`src/rtl/adder_pkg.sv`:
```
// Shared definitions for the pipelined ripple-carry adder: chunk sizing, parameter
// legality and the per-stage control record.
package adder_pkg;

    function automatic int unsigned chunk_width(input int unsigned width,
                                                input int unsigned stages);
        return (stages == 0) ? width : width / stages;
    endfunction

    function automatic bit params_ok(input int unsigned width, input int unsigned stages);
        return (stages >= 1) && (stages <= width) && ((width % stages) == 0);
    endfunction

    // Width-independent part of a stage record; the top adds the WIDTH-sized fields.
    typedef struct packed {
        logic valid;
        logic carry;
        logic msb_carry;
    } stage_ctl_t;

endpackage

```
`src/rtl/carry_chunk_adder.sv`:
```
// Combinational ripple adder for one chunk; also exposes the carry into the top bit
// so the final stage can form the signed-overflow flag.
module carry_chunk_adder #(
    parameter int unsigned Width = 4
) (
    input  logic [Width-1:0] a,
    input  logic [Width-1:0] b,
    input  logic             cin,
    output logic [Width-1:0] sum,
    output logic             cout,
    output logic             cmsb
);

    logic [Width:0] c;

    always_comb begin
        c    = '0;
        sum  = '0;
        c[0] = cin;
        for (int i = 0; i < Width; i++) begin
            sum[i]   = a[i] ^ b[i] ^ c[i];
            c[i + 1] = (a[i] & b[i]) | (c[i] & (a[i] ^ b[i]));
        end
    end

    assign cout = c[Width];
    assign cmsb = c[Width - 1];

endmodule

```
`src/rtl/pipelined_rca.sv`:
```
// Parametrised pipelined ripple-carry adder with valid/ready handshake; one chunk of the
// carry chain per register stage, all stages advancing together on a global enable.
module pipelined_rca
    import adder_pkg::*;
#(
    parameter int unsigned WIDTH  = 16,
    parameter int unsigned STAGES = 4
) (
    input  logic             clk,
    input  logic             rst_n,
    input  logic             in_valid,
    output logic             in_ready,
    input  logic [WIDTH-1:0] A,
    input  logic [WIDTH-1:0] B,
    input  logic             Cin,
    output logic             out_valid,
    input  logic             out_ready,
    output logic [WIDTH-1:0] S,
    output logic             Cout,
    output logic             Ovf
);

    localparam int unsigned CW = chunk_width(WIDTH, STAGES);

    if (!params_ok(WIDTH, STAGES)) begin : g_bad_params
        $error("pipelined_rca: STAGES must be in 1..WIDTH and divide WIDTH");
    end

    // Sum fills in from the bottom while a/b carry the not-yet-consumed upper chunks.
    typedef struct packed {
        stage_ctl_t       ctl;
        logic [WIDTH-1:0] sum;
        logic [WIDTH-1:0] a;
        logic [WIDTH-1:0] b;
    } stage_t;

    stage_t st_q [STAGES];
    stage_t st_d [STAGES];
    logic   en;

    assign out_valid = st_q[STAGES-1].ctl.valid;
    assign en        = !out_valid || out_ready;
    assign in_ready  = en;

    for (genvar k = 0; k < STAGES; k++) begin : g_stage
        localparam int unsigned Lo = k * CW;

        stage_t        prv;
        stage_t        nxt;
        logic [CW-1:0] chunk_sum;
        logic          chunk_cout;
        logic          chunk_cmsb;

        if (k == 0) begin : g_head
            always_comb begin
                prv           = '0;
                prv.ctl.valid = in_valid;
                prv.ctl.carry = Cin;
                prv.a         = A;
                prv.b         = B;
            end
        end else begin : g_body
            assign prv = st_q[k-1];
        end

        carry_chunk_adder #(
            .Width(CW)
        ) u_chunk (
            .a   (prv.a[Lo +: CW]),
            .b   (prv.b[Lo +: CW]),
            .cin (prv.ctl.carry),
            .sum (chunk_sum),
            .cout(chunk_cout),
            .cmsb(chunk_cmsb)
        );

        always_comb begin
            nxt               = prv;
            nxt.sum[Lo +: CW] = chunk_sum;
            nxt.ctl.carry     = chunk_cout;
            nxt.ctl.msb_carry = chunk_cmsb;
        end

        assign st_d[k] = nxt;
    end

    // Full reset of every stage keeps S/Cout/Ovf at zero until the first result.
    always_ff @(posedge clk) begin
        if (!rst_n) begin
            for (int i = 0; i < STAGES; i++) begin
                st_q[i] <= '0;
            end
        end else if (en) begin
            for (int i = 0; i < STAGES; i++) begin
                st_q[i] <= st_d[i];
            end
        end
    end

    assign S    = st_q[STAGES-1].sum;
    assign Cout = st_q[STAGES-1].ctl.carry;
    assign Ovf  = st_q[STAGES-1].ctl.msb_carry ^ st_q[STAGES-1].ctl.carry;

    // Operand copies in the last stage have no consumer.
    logic unused_tail;
    assign unused_tail = ^{st_q[STAGES-1].a, st_q[STAGES-1].b};

endmodule
```
`config.mk`:
```
export PLATFORM = sky130hd
export DESIGN_NAME = pipelined_rca
export DESIGN_NICKNAME = d
export VERILOG_FILES = /design/src/rtl/adder_pkg.sv /design/src/rtl/carry_chunk_adder.sv /design/src/rtl/pipelined_rca.sv
export SDC_FILE = /design/constraint.sdc
export NUM_CORES = 1
export LEC_CHECK = 0
export CORE_MARGIN = 5
export CORE_UTILIZATION = 45
export DETAILED_ROUTE_END_ITERATION = 6
export GPL_ROUTABILITY_DRIVEN = 0
export GPL_TIMING_DRIVEN = 0
export PLACE_DENSITY = 0.67
export SKIP_LAST_GASP = 1
export SLEW_MARGIN = 20
export SYNTH_ARGS = -nofsm -noshare
export SYNTH_HDL_FRONTEND = slang
export SYNTH_SLANG_ARGS = --single-unit
```
`constraint.sdc`:
```
create_clock -name clk -period 5.9 [get_ports clk]
set_clock_uncertainty 0.2 [all_clocks]
set_input_delay 1.475 -clock clk [delete_from_list [all_inputs] [get_ports clk]]
set_output_delay 1.475 -clock clk [all_outputs]
set_load 0.03 [all_outputs]
```
# Word-level counts from Yosys, hierarchy flattened
# Memories as Yosys holds them, arrays and structs flattened.
# Cells that the tools add are included.
dict set report word_totals {
  memories 1
  ramBits 204
  inputBits 37
  output_inout_bits 20
  wordCells 96
  register_bits 0
}
dict set report classes {
  n_reduce_logical 2
  n_mux 8
  bitwise_logic 85
}
# memory words word_bits rd rd_ports_with_merged_regs wr line_no
set mem_list {}
lappend mem_list {st_q 4 51 4 0 4 pipelined_rca.sv:37} ;# stage_t st_q [STAGES];
# operator count
set op_table {}
lappend op_table {{51-bit two-way mux} 4}
lappend op_table {{1-bit bitwise XOR} 33}
lappend op_table {{1-bit bitwise AND} 32}
lappend op_table {{1-bit bitwise OR} 20}
lappend op_table {{1-bit two-way mux} 4}
lappend op_table {{1-bit zero test} 1}
lappend op_table {{1-bit logical OR} 1}

# Longest topological paths before layout
# Gate-level depths: netlist of run 1.
# An unclocked memory read counts as a cell.
dict set report logic_depth {
  ltp_word 11
  mapped_depth 8
  ltp_nobuf 8
}

# Modules after synthesis
# From an unflattened synthesis of run 1, not the netlist that was laid out.
dict set report unflattened {
  hier_cells 282
  area_unflattened_um2 4224.1
}
# module instances cells_each area_per_inst_um2
set by_module_without_submodules {}
lappend by_module_without_submodules {pipelined_rca 1 234 3783.6}
lappend by_module_without_submodules {carry_chunk_adder 4 12 110.1}

# Worst setup path before layout of run 1
# OpenSTA, ideal clock, no wires.
dict set report synth_path {
  path_kind {in2reg}
  start {in out_ready}
  end {mem st_q[0][10] in the netlist's numbering (enable)}
  t_arrival_ps 3537
  n_path_buf 1
  cell_stages 3
  setup_slack_ps 1256
  setup_time_ps 907
  path_cell_list {nor2b_4 -> clkbuf_1 -> nand2_1}
}
# item line_no
set synth_lines {}
lappend synth_lines {{start: declaration} pipelined_rca.sv:17} ;# input logic out_ready,
lappend synth_lines {{end: declaration} pipelined_rca.sv:37}

# Worst setup path after layout of run 1
dict set report layout_path {
  start {in out_ready}
  end {out in_ready}
}
dict set report layout_via {
  elab_chain_cells 1
}
# item line_no
set layout_lines {}
lappend layout_lines {{1-bit logical OR} pipelined_rca.sv:42} ;# assign en = !out_valid || out_ready;
lappend layout_lines {{end: declaration} pipelined_rca.sv:12} ;# output logic in_ready,
# Every way passes these cells.

==> results of run 1 <==
[cell type report]
type                       instances  area [sq um]  area share, %
buffer                            36         239.0          4.662
clock buffer                       9         123.9          2.416
clock inverter                     7         61.31          1.196
inverter                          28         105.1          2.050
multi-input combinational        116         974.7          19.01
sequential                        97          2913          56.82
tap                              111         138.9          2.709
timing repair buffer              56         570.5          11.13
[where the power goes]
part	internal (uW)	switching, uW
sequential	803	11.0
combinational	68.2	55.9
clock	191	218
total	1060	284
[synth_stat cells (all sizes together)]
library cell / number / area share [%]
edfxtp: 97 / 69
and3: 86 / 13
xor2: 1 / 0.21
nor3b: 11 / 2.0
fa: 16 / 7.6
nor2b: 1 / 0.33
inv: 28 / 2.5
clkbuf: 12 / 1.1
buf: 24 / 4.6
nand2: 1 / 0.089
[stage by stage]
stage,setup slack [ns],util [%]
3_3_place_gp,-0.2553,53.43
6_report,1.138,55.74
2_1_floorplan,1.256,-
3_5_place_dp,1.147,53.73
4_1_cts,1.129,55.74
5_1_grt,1.068,55.74
[layer usage]
metal  up-vias  wire length (um)  GRT usage (%)
met5         -                 0              0
met4         0                88          4.932
met3         9               432          3.371
met2        60              3268          20.82
met1      1053              2850          15.65
li1       1106                 -              -
[cells by family after synthesis]
logic type | after synthesis | share of synthesized area [%]
AND/OR/NAND/NOR | 99 | 15.11
buffers and inverters | 64 | 8.145
adder cells (fa/ha/maj) | 16 | 7.583
flip-flops | 97 | 68.96
XOR/XNOR | 1 | 0.2074
[worst register-to-register path, cell delays in order (launching register included)]
cell,delay (ns)
edfxtp_1,0.41
fa_1,0.42
inv_1,0.09
fa_1,0.16
inv_1,0.05
fa_1,0.36
inv_1,0.08
fa_1,0.40
nor3b_1,0.20
[how the worst min path moves through the flow]
stage / start / to / slack [ns] / cells after the start
2_1_floorplan: st_q[0][10] / st_q[1][10] / 0.32 / 1
3_3_place_gp: st_q[1][12] / st_q[2][12] / 0.32 / 1
3_5_place_dp: st_q[0][9] / st_q[1][9] / 0.33 / 1
4_1_cts: st_q[0][9] / st_q[1][9] / 0.34 / 1
5_1_grt: st_q[1][39] / st_q[2][39] / 0.37 / 1
6_report: st_q[0][9] / st_q[1][9] / 0.34 / 1
==> reports/summary.txt, run 1 <==
status = finished, final reports clean
number of buffers created by CTS = 9
CP cell instances = clkdlybuf4s50_1, nor2b_4, inv_2, buf_2, clkdlybuf4s50_1
initial antenna violation count = 0
Slew Limit Fails = 0
CP Data Arrival Time = 3.09 ns
CP Capture Type = primary output
global-route wire length before repair = 10.96 mm
placed cells = 444
Root Driver = clkbuf_8
slowest stage delay, CP = 0.72 ns
FF-to-FF path depth = 8
WS Path Type = input pin to primary output
clock slew at reported path FFs = 0.09 ns
most frequent cells in the layout = edfxtp_1, and3_1, clkdlybuf4s50_1
final setup vio count = 0
# diodes = 0
WL/cell = 14.43 um
Cells after Synth = 277
unrepaired setup endpoints after global routing = false
Final Total Pwr = 1346 uW
gr usage total = 12.52%
maximum clock path buffer count = 2
hold-fix buffers at CTS = 0
setup_tns = 0 ns
IO Pins = 57
DRT Pass-1 Iters = 4
Initial Util = 45.93%
Vias per Instance = 4.843
Layout fillers = 768
initial drt markers = 139
cell area after layout = 5126 sq um
sequential area share after synthesis = 68.96%
share of layout cells above drive strength 1 = 11.75%
number of flip-flops in the largest register = 97
Die Y = 106.9 um
Largest regs = st_q x97
Clock Latency Late Sink = 0.35 ns
CTS tree = yes
port bufs = 55
Layout area overhead = 21.36%
most common cell after layout, fill and taps aside = edfxtp_1
Slew @ Worst Pin = 0.6797 ns
Post-CTS Resized = 0
Worst path depth = 5
R2R Path Start = st_q[0][4]
Worst EP required = 4.22 ns
Die Span X = 106.9 um
Slew headroom = 54.68%
drt drc = 0
drt total wl = 6.640 mm
Crit. Startpoint = out_ready
r2r setup slk = 3.37 ns
die area = 11,420 sq um
Fmax = 0.2100 GHz
routed via count = 2,228
#FFs+latches synth = 97
largest reg by FF count = st_q
Netlist Area Pre-Place = 4224 sq um
Slowest-stage cell, CP = clkdlybuf4s50_1
pwr/cell area = 262.6 nW/um^2
row cnt = 35
Finished Layout Cells = 460
Tcrit/Tclk final = 80.70%
largest net degree at the start of global routing = 52
cell mode on critical path = clkdlybuf4s50_1
MaxCap Viol Count = 0
Net Count, Synth = 330
WP buf/inv = 4
Final min period = 4.762 ns
worst vdd ir = 102.2 uV
Core ar. = 9196 sq um
Max H-tree Level = 3
Startpoint Class = input pin
count of cell types in the netlist = 13
delay-heaviest family, CP = buffers and inverters
placed cell area = 4941 sq um
Post-DRT Antenna Nets = 0
Hold Crit Class = register to register
worst r2r dst = st_q[1][39]
Final nets = 397
Syn Area/Cell = 15.25 sq um
GRT overflow = 0
post-CTS setup buffers = 0
number of global-route vias before repair = 2,275
HPWL Detailed = 4.621 mm
# clock sinks = 97
Hold Slack = 0.3396 ns
Final Hold Fails = 0
CP endpoint = in_ready
LEAKAGE = 0.002323 uW
Synth warnings = 0
CP max FO = 10
Power figures use the tool's default switching activity.
==> run 2, diff against run 1 <==
--- a/config.mk
+++ b/config.mk
@@ -10,7 +10,7 @@
 export DETAILED_ROUTE_END_ITERATION = 6
 export GPL_ROUTABILITY_DRIVEN = 0
 export GPL_TIMING_DRIVEN = 0
-export PLACE_DENSITY = 0.67
+export PLACE_DENSITY = 0.7
 export SKIP_LAST_GASP = 1
 export SLEW_MARGIN = 20
 export SYNTH_ARGS = -nofsm -noshare
==> constraint.sdc (replaced) <==
create_clock -name clk -period 4.18 [get_ports clk]
set_clock_uncertainty 0.2 [all_clocks]
set_input_delay 1.045 -clock clk [delete_from_list [all_inputs] [get_ports clk]]
set_output_delay 1.045 -clock clk [all_outputs]
set_load 0.03 [all_outputs]
==> reports/summary.txt, run 2 (synthesized netlist as in run 1, its figures left out) <==
status = finished, final reports clean (unchanged)
Max H-tree Level = 3 (unchanged)
MaxCap Viol Count = 0 (unchanged)
unrepaired setup endpoints after global routing = false (unchanged)
HPWL Detailed = 4.408 mm (was 4.621 mm)
Layout area overhead = 21.30% (was 21.36%)
Slew @ Worst Pin = 0.6908 ns (was 0.6797 ns)
CP Capture Type = primary output (unchanged)
Finished Layout Cells = 459 (was 460)
port bufs = 55 (unchanged)
Slew headroom = 53.95% (was 54.68%)
Clock Latency Late Sink = 0.35 ns (about the same)
most common cell after layout, fill and taps aside = edfxtp_1 (unchanged)
Post-CTS Resized = 0 (unchanged)
Fmax = 0.2577 GHz
# clock sinks = 97 (unchanged)
Initial Util = 45.93% (unchanged)
global-route wire length before repair = 10.63 mm (was 10.96 mm)
initial drt markers = 127 (was 139)
Die Y = 106.9 um (unchanged)
Final min period = 3.880 ns
final setup vio count = 0 (unchanged)
number of flip-flops in the largest register = 97 (unchanged)
most frequent cells in the layout = edfxtp_1, and3_1, clkdlybuf4s50_1 (unchanged)
Tcrit/Tclk final = 92.82%
placed cell area = 4930 sq um (was 4941 sq um)
clock slew at reported path FFs = 0.09 ns (about the same)
Final nets = 396 (was 397)
row cnt = 35 (unchanged)
drt drc = 0 (unchanged)
largest reg by FF count = st_q (unchanged)
CP Data Arrival Time = 2.63 ns (was 3.09 ns)
Post-DRT Antenna Nets = 0 (unchanged)
WL/cell = 14.11 um (was 14.43 um)
pwr/cell area = 373.5 nW/um^2 (was 262.6 nW/um^2)
post-CTS setup buffers = 0 (unchanged)
maximum clock path buffer count = 2 (unchanged)
hold-fix buffers at CTS = 0 (unchanged)
number of buffers created by CTS = 9 (unchanged)
drt total wl = 6.475 mm (was 6.640 mm)
Root Driver = clkbuf_8 (unchanged)
largest net degree at the start of global routing = 98 (was 52)
CP max FO = 10 (unchanged)
# diodes = 0 (unchanged)
Hold Crit Class = register to register (unchanged)
number of global-route vias before repair = 2,199 (was 2,275)
CTS tree = yes (unchanged)
Die Span X = 106.9 um (unchanged)
GRT overflow = 0 (unchanged)
initial antenna violation count = 0 (unchanged)
Startpoint Class = input pin (unchanged)
routed via count = 2,198 (was 2,228)
gr usage total = 12.08% (was 12.52%)
Final Hold Fails = 0 (unchanged)
placed cells = 443 (was 444)
Worst EP required = 2.93 ns (was 4.22 ns)
Core ar. = 9196 sq um (unchanged)
worst vdd ir = 175.6 uV (was 102.2 uV)
cell area after layout = 5124 sq um (was 5126 sq um)
Vias per Instance = 4.789 (was 4.843)
LEAKAGE = 0.002307 uW (was 0.002323 uW)
share of layout cells above drive strength 1 = 12.07% (was 11.75%)
IO Pins = 57 (unchanged)
Slew Limit Fails = 0 (unchanged)
Largest regs = st_q x97 (unchanged)
WS Path Type = input pin to primary output (unchanged)
die area = 11,420 sq um (unchanged)
DRT Pass-1 Iters = 4 (unchanged)
-- run 2: cell types whose count changed in the layout (fill, tap and decap cells not counted) --
cell	before	now
nand2_4	1	0
inv_6	0	1
clkinvlp_4	2	3
nand2_8	0	1
clkinv_1	3	1
buf_12	1	0
-- run 2: where the power goes --
group	internal [uW]	switching (uW)	total, uW
combinational	96.2	79.1	175
clock	275	315	590
sequential	1130	15.3	1150
total	1500	409	1910
-- run 2: layer usage --
metal	share of wire, %	global-route usage (%)
met4	1.3	5.753
met3	4.9	2.408
met5	0	0
met2	49	20.23
met1	45	15.09
-- run 2: final cells by class --
cell class | count | area, sq um
buffer | 36 | 239.0
clock inverter | 7 | 70.07
inverter | 28 | 105.1
tap | 111 | 138.9
fill | 743 | 4073
timing repair buffer | 55 | 550.5
clock buffer | 9 | 123.9
multi-input combinational | 116 | 983.4
sequential | 97 | 2913
-- run 2: final timing paths --
path / startpoint / depth (start not counted) / to / slack (ns)
worst max-delay path: out_ready / 5 / in_ready / 0.30
worst min-delay path: st_q[1][39] / 1 / st_q[2][39] / 0.35
worst max register to register: st_q[0][4] / 8 / st_q[1][39] / 1.65
worst min register to register: st_q[1][39] / 1 / st_q[2][39] / 0.35
-- run 2: worst max-delay path, cell delays in order --
cell	delay (ns)
clkdlybuf4s50_1	0.50
nor2b_4	0.07
inv_2	0.10
buf_2	0.21
clkdlybuf4s50_1	0.71
-- run 2: metrics by stage --
| step | power (uW) | hold slack, ns | worst slack [ns] | util, % | setup TNS (ns) |
|---|---|---|---|---|---|
| floorplan | 1270 | 0.3203 | 0.9365 | - | 0 |
| global placement | 1342 | 0.3231 | -0.2506 | 53.46 | -23.90 |
| detailed placement | 1348 | 0.3264 | 0.2951 | 53.61 | 0 |
| CTS | 1928 | 0.3480 | 0.2955 | 55.71 | 0 |
| global route | 1993 | 0.3605 | 0.2093 | 55.71 | 0 |
| finish | 1914 | 0.3460 | 0.3000 | 55.71 | 0 |
